===== src/rtl/booth_pkg.sv =====
// Shared types for the radix-4 Booth multiplier.
//   state_t      : sequencer states (IDLE, RUN, DONE)
//   booth_sel_t  : addend selection for one 3-bit Booth window
//   booth_decode : maps {q[1], q[0], q_m1} to the addend selection
package booth_pkg;

    typedef enum logic [1:0] {
        IDLE,
        RUN,
        DONE
    } state_t;

    typedef enum logic [2:0] {
        SEL_ZERO,
        SEL_PM,
        SEL_P2M,
        SEL_NM,
        SEL_N2M
    } booth_sel_t;

    function automatic booth_sel_t booth_decode(input logic [2:0] win);
        booth_sel_t sel;
        case (win)
            3'b001, 3'b010: sel = SEL_PM;
            3'b011:         sel = SEL_P2M;
            3'b100:         sel = SEL_N2M;
            3'b101, 3'b110: sel = SEL_NM;
            default:        sel = SEL_ZERO;  // 000 and 111
        endcase
        return sel;
    endfunction

endpackage


===== src/rtl/booth_r4_encoder.sv =====
// Radix-4 Booth encoder: turns one 3-bit multiplier window into the addend
// 0, +M, +2M, -M or -2M at accumulator width.
//   window : {q_reg[1], q_reg[0], q_m1}
//   m_ext  : multiplicand already sign/zero extended to DW+2 bits
//   addend : selected value, DW+3 bits two's complement
module booth_r4_encoder
    import booth_pkg::*;
#(
    parameter int DW = 8
) (
    input  logic [2:0]    window,
    input  logic [DW+1:0] m_ext,
    output logic [DW+2:0] addend
);

    localparam int AW = DW + 3;

    logic [AW-1:0] m_aw;
    logic [AW-1:0] m2_aw;

    assign m_aw  = {m_ext[DW+1], m_ext};
    assign m2_aw = m_aw << 1;

    // NOTE: every combinational output gets a default before the case so no
    // path leaves it unassigned and a latch cannot be inferred.
    always_comb begin
        addend = '0;
        case (booth_decode(window))
            SEL_PM:  addend = m_aw;
            SEL_P2M: addend = m2_aw;
            SEL_NM:  addend = -m_aw;
            SEL_N2M: addend = -m2_aw;
            default: addend = '0;
        endcase
    end

endmodule


===== src/rtl/booth_radix4_mult.sv =====
// Self-sequencing radix-4 Booth multiplier, signed or unsigned per operation.
// Retires two multiplier bits per cycle; a result takes DW/2+1 iterations.
//   clk, reset   : rising-edge clock, synchronous active-low reset
//   start        : request, accepted whenever no operation is running
//   signed_mode  : 1 = two's complement operands, 0 = unsigned
//   multiplicand : operand M, sampled with an accepted start
//   multiplier   : operand Q, sampled with an accepted start
//   busy         : high while iterating
//   done         : one-cycle pulse when product is updated
//   product      : 2*DW-bit result, held until the next result is written
module booth_radix4_mult
    import booth_pkg::*;
#(
    parameter int DW = 8
) (
    input  logic            clk,
    input  logic            reset,
    input  logic            start,
    input  logic            signed_mode,
    input  logic [DW-1:0]   multiplicand,
    input  logic [DW-1:0]   multiplier,
    output logic            busy,
    output logic            done,
    output logic [2*DW-1:0] product
);

    localparam int ITER = DW / 2 + 1;
    localparam int AW   = DW + 3;
    localparam int QW   = DW + 2;
    localparam int CW   = $clog2(ITER + 1);

    if ((DW % 2) != 0 || DW < 4) begin : g_bad_dw
        $error("booth_radix4_mult: DW must be even and >= 4");
    end

    state_t          state_q, state_d;
    logic [AW-1:0]   acc_q, acc_d;
    logic [QW-1:0]   q_reg_q, q_reg_d;
    logic [QW-1:0]   m_q, m_d;
    logic            q_m1_q, q_m1_d;
    logic [CW-1:0]   cnt_q, cnt_d;
    logic            busy_q, busy_d;
    logic            done_q, done_d;
    logic [2*DW-1:0] product_q, product_d;

    logic [AW-1:0]   addend;
    logic [AW-1:0]   sum;
    logic            accept;

    booth_r4_encoder #(.DW(DW)) u_enc (
        .window (({q_reg_q[1:0], q_m1_q})),
        .m_ext  (m_q),
        .addend (addend)
    );

    assign sum    = acc_q + addend;
    // Operands are taken in IDLE and also in DONE, giving back-to-back runs.
    assign accept = start && (state_q != RUN);

    // NOTE: combinational next-state logic uses blocking assignments; the
    // registers below take those values with non-blocking assignments only.
    always_comb begin
        state_d   = state_q;
        acc_d     = acc_q;
        q_reg_d   = q_reg_q;
        m_d       = m_q;
        q_m1_d    = q_m1_q;
        cnt_d     = cnt_q;
        busy_d    = busy_q;
        done_d    = 1'b0;
        product_d = product_q;

        case (state_q)
            RUN: begin
                // Arithmetic shift of {acc, q_reg, q_m1} right by two.
                acc_d   = {{2{sum[AW-1]}}, sum[AW-1:2]};
                q_reg_d = {sum[1:0], q_reg_q[QW-1:2]};
                q_m1_d  = q_reg_q[1];
                cnt_d   = cnt_q + 1'b1;
                if (cnt_q == CW'(ITER - 1)) begin
                    state_d = DONE;
                    busy_d  = 1'b0;
                    done_d  = 1'b1;
                    // {acc, q_reg} now equals M*Q; keep its low 2*DW bits.
                    product_d = {acc_d[DW-3:0], q_reg_d};
                end
            end
            DONE:    state_d = IDLE;
            default: state_d = state_q;
        endcase

        if (accept) begin
            m_d     = signed_mode ? {{2{multiplicand[DW-1]}}, multiplicand}
                                  : {2'b00, multiplicand};
            q_reg_d = signed_mode ? {{2{multiplier[DW-1]}}, multiplier}
                                  : {2'b00, multiplier};
            acc_d   = '0;
            q_m1_d  = 1'b0;
            cnt_d   = '0;
            busy_d  = 1'b1;
            state_d = RUN;
        end
    end

    // NOTE: operand registers are reset along with the control state so an
    // abandoned run leaves no stale data visible after reset.
    always_ff @(posedge clk) begin
        if (!reset) begin
            state_q   <= IDLE;
            acc_q     <= '0;
            q_reg_q   <= '0;
            m_q       <= '0;
            q_m1_q    <= 1'b0;
            cnt_q     <= '0;
            busy_q    <= 1'b0;
            done_q    <= 1'b0;
            product_q <= '0;
        end else begin
            state_q   <= state_d;
            acc_q     <= acc_d;
            q_reg_q   <= q_reg_d;
            m_q       <= m_d;
            q_m1_q    <= q_m1_d;
            cnt_q     <= cnt_d;
            busy_q    <= busy_d;
            done_q    <= done_d;
            product_q <= product_d;
        end
    end

    assign busy    = busy_q;
    assign done    = done_q;
    assign product = product_q;

endmodule


===== config.mk =====
export PLATFORM = sky130hd
export DESIGN_NAME = booth_radix4_mult
export DESIGN_NICKNAME = d
export VERILOG_FILES = /design/src/rtl/booth_pkg.sv /design/src/rtl/booth_r4_encoder.sv /design/src/rtl/booth_radix4_mult.sv
export SDC_FILE = /design/constraint.sdc
export NUM_CORES = 1
export LEC_CHECK = 0
export BUFFER_PORTS_ARGS = -buffer_cell sky130_fd_sc_hd__buf_2
export CAP_MARGIN = 5
export CORE_MARGIN = 10
export CORE_UTILIZATION = 54
export CTS_BUF_LIST = sky130_fd_sc_hd__clkbuf_4
export DETAILED_ROUTE_END_ITERATION = 12
export PLACE_DENSITY = 0.88
export SLEW_MARGIN = 0
export SYNTH_ARGS = -nofsm -noshare
export SYNTH_HDL_FRONTEND = slang
export SYNTH_HIERARCHICAL = 1
export SYNTH_SLANG_ARGS = --single-unit

===== constraint.sdc =====
create_clock -name clk -period 3.2 [get_ports clk]
set_clock_uncertainty 0.2 [all_clocks]
set_input_delay 0.64 -clock clk [delete_from_list [all_inputs] [get_ports clk]]
set_output_delay 0.64 -clock clk [all_outputs]
set_load 0.005 [all_outputs]

**Word level (Yosys, flattened, before mapping)**

Index checks and enable logic that the tools add are counted.

- Add/subtract/negate cells: 4
- Equal/unequal tests: 16
- Mux-type cells: 13
- Bitwise operators: 1
- Reduce and logical (&&, ||, !) cells: 13

Operator list:

| cell | count |
|---|---|
| 11-bit case mux with 4 select lines | 1 |
| 10-bit 2-to-1 mux | 4 |
| 11-bit negator | 2 |
| 3-bit == test (second input constant) | 5 |
| 3-bit by 2-bit == test with 1-bit output (second input constant) | 4 |
| 3-bit case mux with 4 select lines | 1 |
| 11-bit adder | 1 |
| 2-bit AND reduction | 5 |
| 3-bit by 1-bit == test with 1-bit output (second input constant) | 2 |
| 2-bit nonzero test | 3 |
| 2-bit OR reduction | 3 |
| 1-bit 2-to-1 mux | 5 |
| 2-bit case mux with 2 select lines | 1 |
| 3-bit by 1-bit adder with 3-bit output (second input constant) | 1 |
| 3-bit != test (second input constant) | 1 |
| 3-bit nonzero test | 1 |
| 2-bit by 1-bit == test with 1-bit output (second input constant) | 1 |
| 2-bit == test (second input constant) | 1 |
| 2-bit 2-to-1 mux | 1 |
| 2-bit by 1-bit != test with 1-bit output (second input constant) | 1 |
| 2-bit != test (second input constant) | 1 |
| 1-bit logical AND | 1 |
| 1-bit NOT | 1 |

- Register bits after elaboration: 53
- Output and inout port bits: 18
- Logic and storage cells: 57

**Logic depth before layout (Yosys ltp)**

Gate-level depths: netlist (run 1).

- Depth after elaboration: 8
- Mapped depth: 14
- Depth with buffers taken out: 13

**Cells and area by module**

The synthesis (run 1) kept the hierarchy.

Modules (own cells, without submodules):

| module | times used | cells each | area an instance (um^2) | sequential area each (um^2) |
|---|---|---|---|---|
| booth_radix4_mult | 1 | 257 | 2332.2 | 1041.0 |
| booth_r4_encoder | 1 | 92 | 619.3 | 0.0 |

**Least setup slack after synthesis (run 1)**

No wires, ideal clock.

- Path type: flip-flop to flip-flop
- From: reg m_q[2]
- To: reg acc_q[8] (netlist name)
- Library setup time: 0.067 ns
- Arrival time: 2.847 ns
- Required time: 2.933 ns
- Slack: 0.086 ns
- Stages on the path, launching flop included: 13
- Clock period less this slack: 3.114 ns
- Path through: dfxtp_1 -> buf_6 -> or4_4 -> o41ai_1 -> xor2_1 -> o221ai_1 -> ha_1 -> a211o_1 -> o211ai_2 -> and4_1 -> mux2i_1 -> a211o_1 -> o21ai_2

- Cells in the longest elaborated chain, start to end: 3

RTL lines:

| what | RTL line | source |
|---|---|---|
| from (decl) | booth_radix4_mult.sv:39 | `logic [QW-1:0] m_q, m_d;` |
| from (signal assigned) | booth_radix4_mult.sv:122 | `m_q <= m_d;` |
| 11-bit negator, on equally long branches | booth_r4_encoder.sv:32, booth_r4_encoder.sv:31 |  |
| 11-bit case mux with 4 select lines (*) | booth_r4_encoder.sv:28 | `case (booth_decode(window))` |
| net addend[7] | booth_radix4_mult.sv:46 | `logic [AW-1:0] addend;` |
| 11-bit adder (*) | booth_radix4_mult.sv:56 | `assign sum = acc_q + addend;` |

The timed path passes the listed nets; every way through them passes the cells marked *.
A chain may end at the register's enable or synchronous reset.

**Final worst setup path (run 1)**

- From: reg m_q[0]
- To: reg acc_q[8] (netlist name)

- Cells in the longest elaborated chain, start to end: 3

RTL lines:

| what | RTL line |
|---|---|
| 11-bit negator, on equally long branches | booth_r4_encoder.sv:32, booth_r4_encoder.sv:31 |
| 11-bit case mux with 4 select lines (*) | booth_r4_encoder.sv:28 |
| net addend[8] | booth_radix4_mult.sv:46 |
| 11-bit adder (*) | booth_radix4_mult.sv:56 |

Marks and branches as above.

==> results.py, run 1 <==
metrics = {
    "setup_path": {
        "crit_fanout": 5,
        "r2r_slack_ps": 50,
        "critPathMaxStageDelay_ps": 430,
        "slowest_stage": "or3b_4",
        "cp-start-kind": "flip-flop",
        "crit_chain": "inv_1 -> ha_4 -> or3b_4 -> nor2_2 -> xnor2_1 -> a221o_1 -> ha_4 -> a211o_1 -> o211ai_2 -> and4_1 -> mux2i_2 -> a211o_1 -> o21ai_2",
        "worstSetupEndpointType": "flip-flop",
        "crit_buf_inv": 1,
        "path_class": "reg -> reg",
        "crit_arrival_ps": 3280,
        "reg2reg_to": "acc_q[8]",
        "cp_top_family": "compound AO/OA/AOI/OAI gates",
        "reg2regPathDepth": 13,
        "timing.rr.start": "m_q[0]",
        "crit_required_ps": 3340,
    },
    "synth": {
        "synth_edf_count": 0,
        "synthFlopType": "dfxtp_1",
        "yosys.area.top_type_share_pct": 35.27,
        "postSynthCellCount": 349,
        "synth_xor_area_share_pct": 6.231,
        "synth_warnings": 6,
        "synth.area.mux_share_pct": 3.730,
        "yosysSeqAreaShare_pct": 35.27,
        "synth_area_leader_cell": "dfxtp_1",
        "synth.area.top_cells": "dfxtp_1 35%, nand2_1 6.4%, ha_1 5.5%, a21oi_1 5.4%, xnor2_1 4.5%",
        "yosys.area_share.simple_pct": 19.58,
        "avgSynthCellArea_um2": 8.457,
        "synthAdderAreaFrac_pct": 6.189,
        "synth_nets": 383,
        "synth_top_family_by_area": "compound AO/OA/AOI/OAI gates",
        "synth-compound-area-share_pct": 23.40,
        "synthArstFlopShare_pct": 0,
        "synth_seq_cells": 52,
        "syn_area_mm2": 0.002952,
        "synth_cell_types": 56,
    },
    "floorplanning": {
        "chipHeight_um": 93.93,
        "die_area_mm2": 0.008823,
        "die_w_um": 93.93,
        "core-area_mm2": 0.005205,
        "start_util_pct": 56.71,
        "io_pins": 38,
        "rows": 26,
    },
    "cells_and_area": {
        "fin_nets": 426,
        "fillers": 438,
        "syn2layout_area_growth_pct": 17.34,
        "seq_area_mm2": 0.001047,
        "drive_gt1_share_pct": 23.92,
        "n_antenna_cell": 0,
        "post-route-util_pct": 66.54,
        "multi_input_area_mm2": 0.001853,
        "instances_no_fill": 463,
    },
    "placed_design": {
        "place_hpwl_mm": 5.469,
        "dp.cells": 452,
        "gp_congestion": 0.9022,
        "port_buffers": 37,
        "place_ws_ps": -63.43,
    },
    "timing": {
        "hold_ws_ps": 269.3,
        "tightestPinTransition_ps": 610.5,
        "min_period_over_period_pct": 98.32,
        "rsz0062_at_grt": "yes",
        "max_slew_margin_pct": 59.08,
        "hold_viol_final": 0,
        "layout_setup_ws_ps": 53.78,
        "slew_violations": 0,
        "setup_viol": 0,
        "max_freq_mhz": 317.8,
        "timing.final.crit_period_ps": 3146,
    },
    "clock_network": {
        "holdBufCountCts": 0,
        "clk_pin_slew_worst_paths_ps": 150,
        "htreeDepth": 2,
        "insertion_delay_ps": 390,
        "cts_buffers": 5,
        "cts_sinks": 52,
        "cts_tree": "done",
        "ctsRootBufferMaster": "clkbuf_4",
        "clk_path_buf_depth": 2,
    },
    "route": {
        "via_per_inst": 5.799,
        "wl_mm": 7.396,
        "vias": 2685,
        "drc_errors": 0,
        "drt_pre_antenna_iters": 4,
        "drt_iter0_markers": 142,
        "wl_per_cell_um": 15.97,
        "ant_nets": 0,
    },
    "worst_hold_path": {
        "hold_end": "product[9]",
        "worstHoldStart": "product[9]",
        "worstHoldPathCells": 2,
        "min_path_type": "reg -> reg",
    },
    "grt": {
        "grt_remaining_overflow": 0,
        "grt_pass1_vias": 2605,
        "grt_first_pass_wirelength_mm": 12.05,
        "grt_max_degree": 21,
        "track_usage_pct": 16.37,
        "antenna_found_initial": 0,
    },
    "power": {
        "p_leak_nw": 1.444,
        "switchingPower_w": 0.0004384,
        "finalPower_w": 0.001446,
        "internal_power_w": 0.001007,
        "netSwitchingFraction_pct": 30.32,
        "pwr-share-seq_pct": 48.5,
        "clkPwrFrac_pct": 27.2,
        "ir_worst_vdd_mv": 0.2860,
        "powerDensity_mw_per_mm2": 417.4,
        "combPwrFrac_pct": 24.4,
    },
    "status": {
        "status": "complete, no violations",
    },
    "job": {
        "maxCapViolations": 0,
    },
}
==> metrics by stage <==
| stage | setup TNS [ps] | area [um^2] |
|---|---|---|
| after floorplan | 0 | 2952 |
| after detailed placement | -63.43 | 3243 |
| after global routing | -113.5 | 3463 |
| after global placement | 0 | 3243 |
| final | 0 | 3463 |
| after CTS | 0 | 3337 |
==> cell usage in the layout (no fill, tap or decap), types with 3 or more instances in the layout <==
cell type	synthesis	layout
nand2_1	50	50
dfxtp_1	52	49
buf_2	9	37
a21oi_1	32	32
nor2_1	29	27
buf_4	1	20
inv_1	15	15
xnor2_1	15	14
a22o_1	13	13
o21ai_0	11	11
ha_1	13	11
mux2i_1	11	10
a211oi_1	9	9
xor2_1	6	6
clkbuf_4	0	6
nor2b_1	5	5
nand2b_1	4	4
nand3_1	4	4
and2_1	4	4
a22oi_1	4	4
nor3b_1	4	3
or3_1	3	3
a221o_1	3	3
==> cell type report <==
cell class / count / area share (%)
Multi-Input combinational cell: 261 / 53.50
Sequential cell: 52 / 30.24
Timing Repair Buffer: 57 / 9.682
Tap cell: 70 / 2.529
Inverter: 15 / 1.626
Clock buffer: 6 / 1.301
Clock inverter: 2 / 1.120
==> per-layer routing <==
| layer | vias up | part of all wire (%) | GRT usage, % | wire length (um) |
|---|---|---|---|---|
| met5 | - | 0 | 0 | 0 |
| li1 | 1314 | - | - | - |
| met3 | 12 | 5.1 | 3.757 | 377 |
| met2 | 73 | 50 | 28.05 | 3720 |
| met4 | 0 | 1.9 | 6.709 | 144 |
| met1 | 1286 | 43 | 19.12 | 3154 |
==> synth_stat cells, types with 3 or more instances <==
cell,n
a211oi_1,9
a21oi_1,32
a221o_1,3
a22o_1,13
a22oi_1,4
and2_1,4
buf_1,3
buf_2,9
clkbuf_1,6
dfxtp_1,52
ha_1,13
inv_1,15
mux2i_1,11
nand2_1,50
nand2b_1,4
nand3_1,4
nor2_1,29
nor2b_1,5
nor3_1,4
nor3b_1,4
o21ai_0,11
or3_1,3
xnor2_1,15
xor2_1,6
==> sequential cells by signal, indices dropped and copies added, names as in the netlist <==
register,flops
q_reg_q,10
cnt_q,3
acc_q,9
done,1
m_q,9
state_q,2
q_m1_q,1
busy,1
product,16
==> cells by family after synthesis <==
| kind of cell | after synthesis |
|---|---|
| buffers and inverters | 36 |
| DFF | 52 |
| adders and majority gates | 14 |
| AOI/OAI and AO/OA | 97 |
| muxes | 11 |
| xor gates and xnor gates | 21 |
| and+or+nand+nor | 118 |
==> worst min-delay path: cells and delay by family, from the launching register on <==
kind | cells | cell delay, ps
DFF | 1 | 340
AOI/OAI and AO/OA | 1 | 60
and+or+nand+nor | 1 | 50
==> repair_timing <==
action                     CTS  global route
gates cloned                 0             0
resized for setup            2            21
pin swaps                    0             4
buffers inserted             0             3
setup endpoints to repair    2             7
==> power groups by stage <==
stage	Clock, W	Sequential, W	Combinational (W)
2_1_floorplan	0	0.000705	0.000229
3_3_place_gp	0	0.000712	0.000296
3_5_place_dp	0	0.000714	0.000307
4_1_cts	0.000400	0.000699	0.000312
5_1_grt	0.000424	0.000705	0.000384
6_report	0.000393	0.000701	0.000352
==> worst max path at each step <==
stage          startpoint        to  slack, ps  cells past startpoint
2_1_floorplan      m_q[2]  acc_q[8]         90                     12
3_3_place_gp       m_q[0]  acc_q[8]         40                     13
3_5_place_dp       m_q[0]  acc_q[8]        -60                     13
4_1_cts            m_q[0]  acc_q[5]        0.7                     13
5_1_grt            m_q[0]  acc_q[8]        -60                     13
6_report           m_q[0]  acc_q[8]         50                     13
Power figures use the tool's default switching activity.
==> run 2: changes to the inputs <==
- GPL_ROUTABILITY_DRIVEN: default -> 1
- PLACE_DENSITY: 0.88 -> default
- PLACE_DENSITY_LB_ADDON: default -> 0.2
==> results.py, run 2 (synthesis gave the netlist of run 1 again) <==
metrics = {
    "setup_path": {
        "cp_top_family": "simple AND/OR/NAND/NOR gates",
        "reg2reg_to": "acc_q[6]",
        "crit_required_ps": 3300,
        "reg2regPathDepth": 11,
        "cpMostUsedCell": "nor2_1",
        "timing.rr.start": "m_q[2]",
        "worstSetupEndpointType": "flip-flop",
        "slowest_stage": "or4_4",
        "path_class": "reg -> reg",
        "crit_fanout": 5,
        "startpoint": "m_q[2]",
        "crit_chain": "or4_4 -> nor2_1 -> xnor2_1 -> a221o_1 -> ha_1 -> nor2_1 -> nor2_1 -> a21oi_4 -> o21ai_0 -> xor2_1 -> a32o_1",
        "crit_arrival_ps": 3220,
        "critPathMaxStageDelay_ps": 580,
        "critPathCapture": "acc_q[6]",
        "cp-start-kind": "flip-flop",
        "r2r_slack_ps": 80,
        "crit_buf_inv": 0,
        "cp.depth": 11,
    },
    "timing": {
        "setup_viol": 0,
        "slew_violations": 0,
        "layout_setup_ws_ps": 82.75,
        "rsz0062_at_grt": "yes",
        "max_slew_margin_pct": 49.96,
        "hold_viol_final": 0,
        "hold_ws_ps": 275.5,
        "tightestPinTransition_ps": 749.8,
        "min_period_over_period_pct": 97.41,
        "fin_setup_tns_ps": 0,
        "max_freq_mhz": 320.8,
        "timing.final.crit_period_ps": 3117,
    },
    "cells_and_area": {
        "drive_gt1_share_pct": 23.79,
        "post-route-util_pct": 65.46,
        "fin_nets": 425,
        "final_cell_mix": "50 x nand2_1, 48 x dfxtp_1, 37 x buf_2",
        "n_antenna_cell": 0,
        "fillers": 459,
        "layout_commonest_cell": "nand2_1",
        "largest_reg_flops": 16,
        "stdcell_area_mm2": 0.003407,
        "syn2layout_area_growth_pct": 15.43,
    },
    "floorplanning": {
        "io_pins": 38,
        "start_util_pct": 56.71,
        "die_area_mm2": 0.008823,
        "die_w_um": 93.93,
        "chipHeight_um": 93.93,
        "rows": 26,
        "core-area_mm2": 0.005205,
    },
    "grt": {
        "grt_pass1_vias": 2536,
        "grt_max_degree": 30,
        "grt_first_pass_wirelength_mm": 11.79,
        "track_usage_pct": 16.18,
        "antenna_found_initial": 0,
        "grt_remaining_overflow": 0,
    },
    "clock_network": {
        "cts_sinks": 52,
        "cts_buffers": 5,
        "cts_tree": "done",
        "insertion_delay_ps": 390,
        "clk_path_buf_depth": 2,
        "htreeDepth": 2,
        "clk_pin_slew_worst_paths_ps": 150,
        "ctsRootBufferMaster": "clkbuf_4",
    },
    "power": {
        "ir_worst_vdd_mv": 0.2390,
        "p_leak_nw": 1.413,
        "powerDensity_mw_per_mm2": 391.7,
    },
    "route": {
        "drt_iter0_markers": 70,
        "drc_errors": 0,
        "wl_mm": 7.048,
        "drt_pre_antenna_iters": 4,
        "wl_per_cell_um": 15.29,
        "via_per_inst": 5.625,
        "ant_nets": 0,
        "vias": 2593,
    },
    "placed_design": {
        "placed_area_mm2": 0.003243,
        "gp_congestion": 0.8889,
        "place_hpwl_mm": 5.157,
        "place_ws_ps": -61.22,
        "port_buffers": 37,
    },
    "status": {
        "status": "complete, no violations",
    },
    "worst_hold_path": {
        "min_path_type": "in -> reg",
    },
    "job": {
        "maxCapViolations": 0,
    },
}
[run 2: final cells by class]
type,count,area [um^2],area share [%]
multi-input combinational,261,1839,53.98
sequential,52,1046,30.70
timing repair buffer,56,327.8,9.622
tap,70,87.58,2.571
inverter,15,56.30,1.653
clock buffer,5,37.54,1.102
clock inverter,2,12.51,0.3672
[run 2: worst min path at each step]
| stage | slack (ps) | endpoint | cells after the start | startpoint |
|---|---|---|---|---|
| global placement | 240 | product[9] | 2 | product[9] |
| detailed placement | 250 | product[11] | 2 | product[11] |
| CTS | 280 | m_q[1] | 3 | multiplicand[1] |
| floorplan | 240 | acc_q[5] | 2 | acc_q[5] |
| finish | 280 | m_q[1] | 3 | multiplicand[1] |
| global route | 270 | m_q[4] | 3 | multiplicand[4] |
[run 2: power by group]
group	total (W)	leakage (nW)	internal (W)	switching (W)
Clock	0.000294	0.0271	0.0000805	0.000213
Combinational	0.000338	0.961	0.000153	0.000186
Sequential	0.000702	0.425	0.000674	0.0000285
Total	0.00133	1.41	0.000907	0.000428
[run 2: stage by stage]
stage / cells / total power (W)
final: 461 / 0.001334
after global routing: 461 / 0.001395
after CTS: 459 / 0.001307
after detailed placement: 452 / 0.001020
after global placement: 452 / 0.001013
after floorplan: 349 / 0.0009338
[run 2: worst min-delay path, stage by stage]
cell and delay (ps):
buf_2 100, nand2_1 50, a21oi_1 50
[run 2: what timing repair did]
item / in CTS / in global routing
setup buffers: 0 / 2
hold buffers: 0 / 0
gates resized for setup: 3 / 20
endpoints found under the setup margin: 3 / 9
pin swaps: 0 / 5
[run 2: routing by layer]
metal / wire length, um / track usage (%)
met5: 0 / 0
met4: 80 / 3.671
met3: 345 / 4.317
met2: 3393 / 27.59
met1: 3227 / 19.77
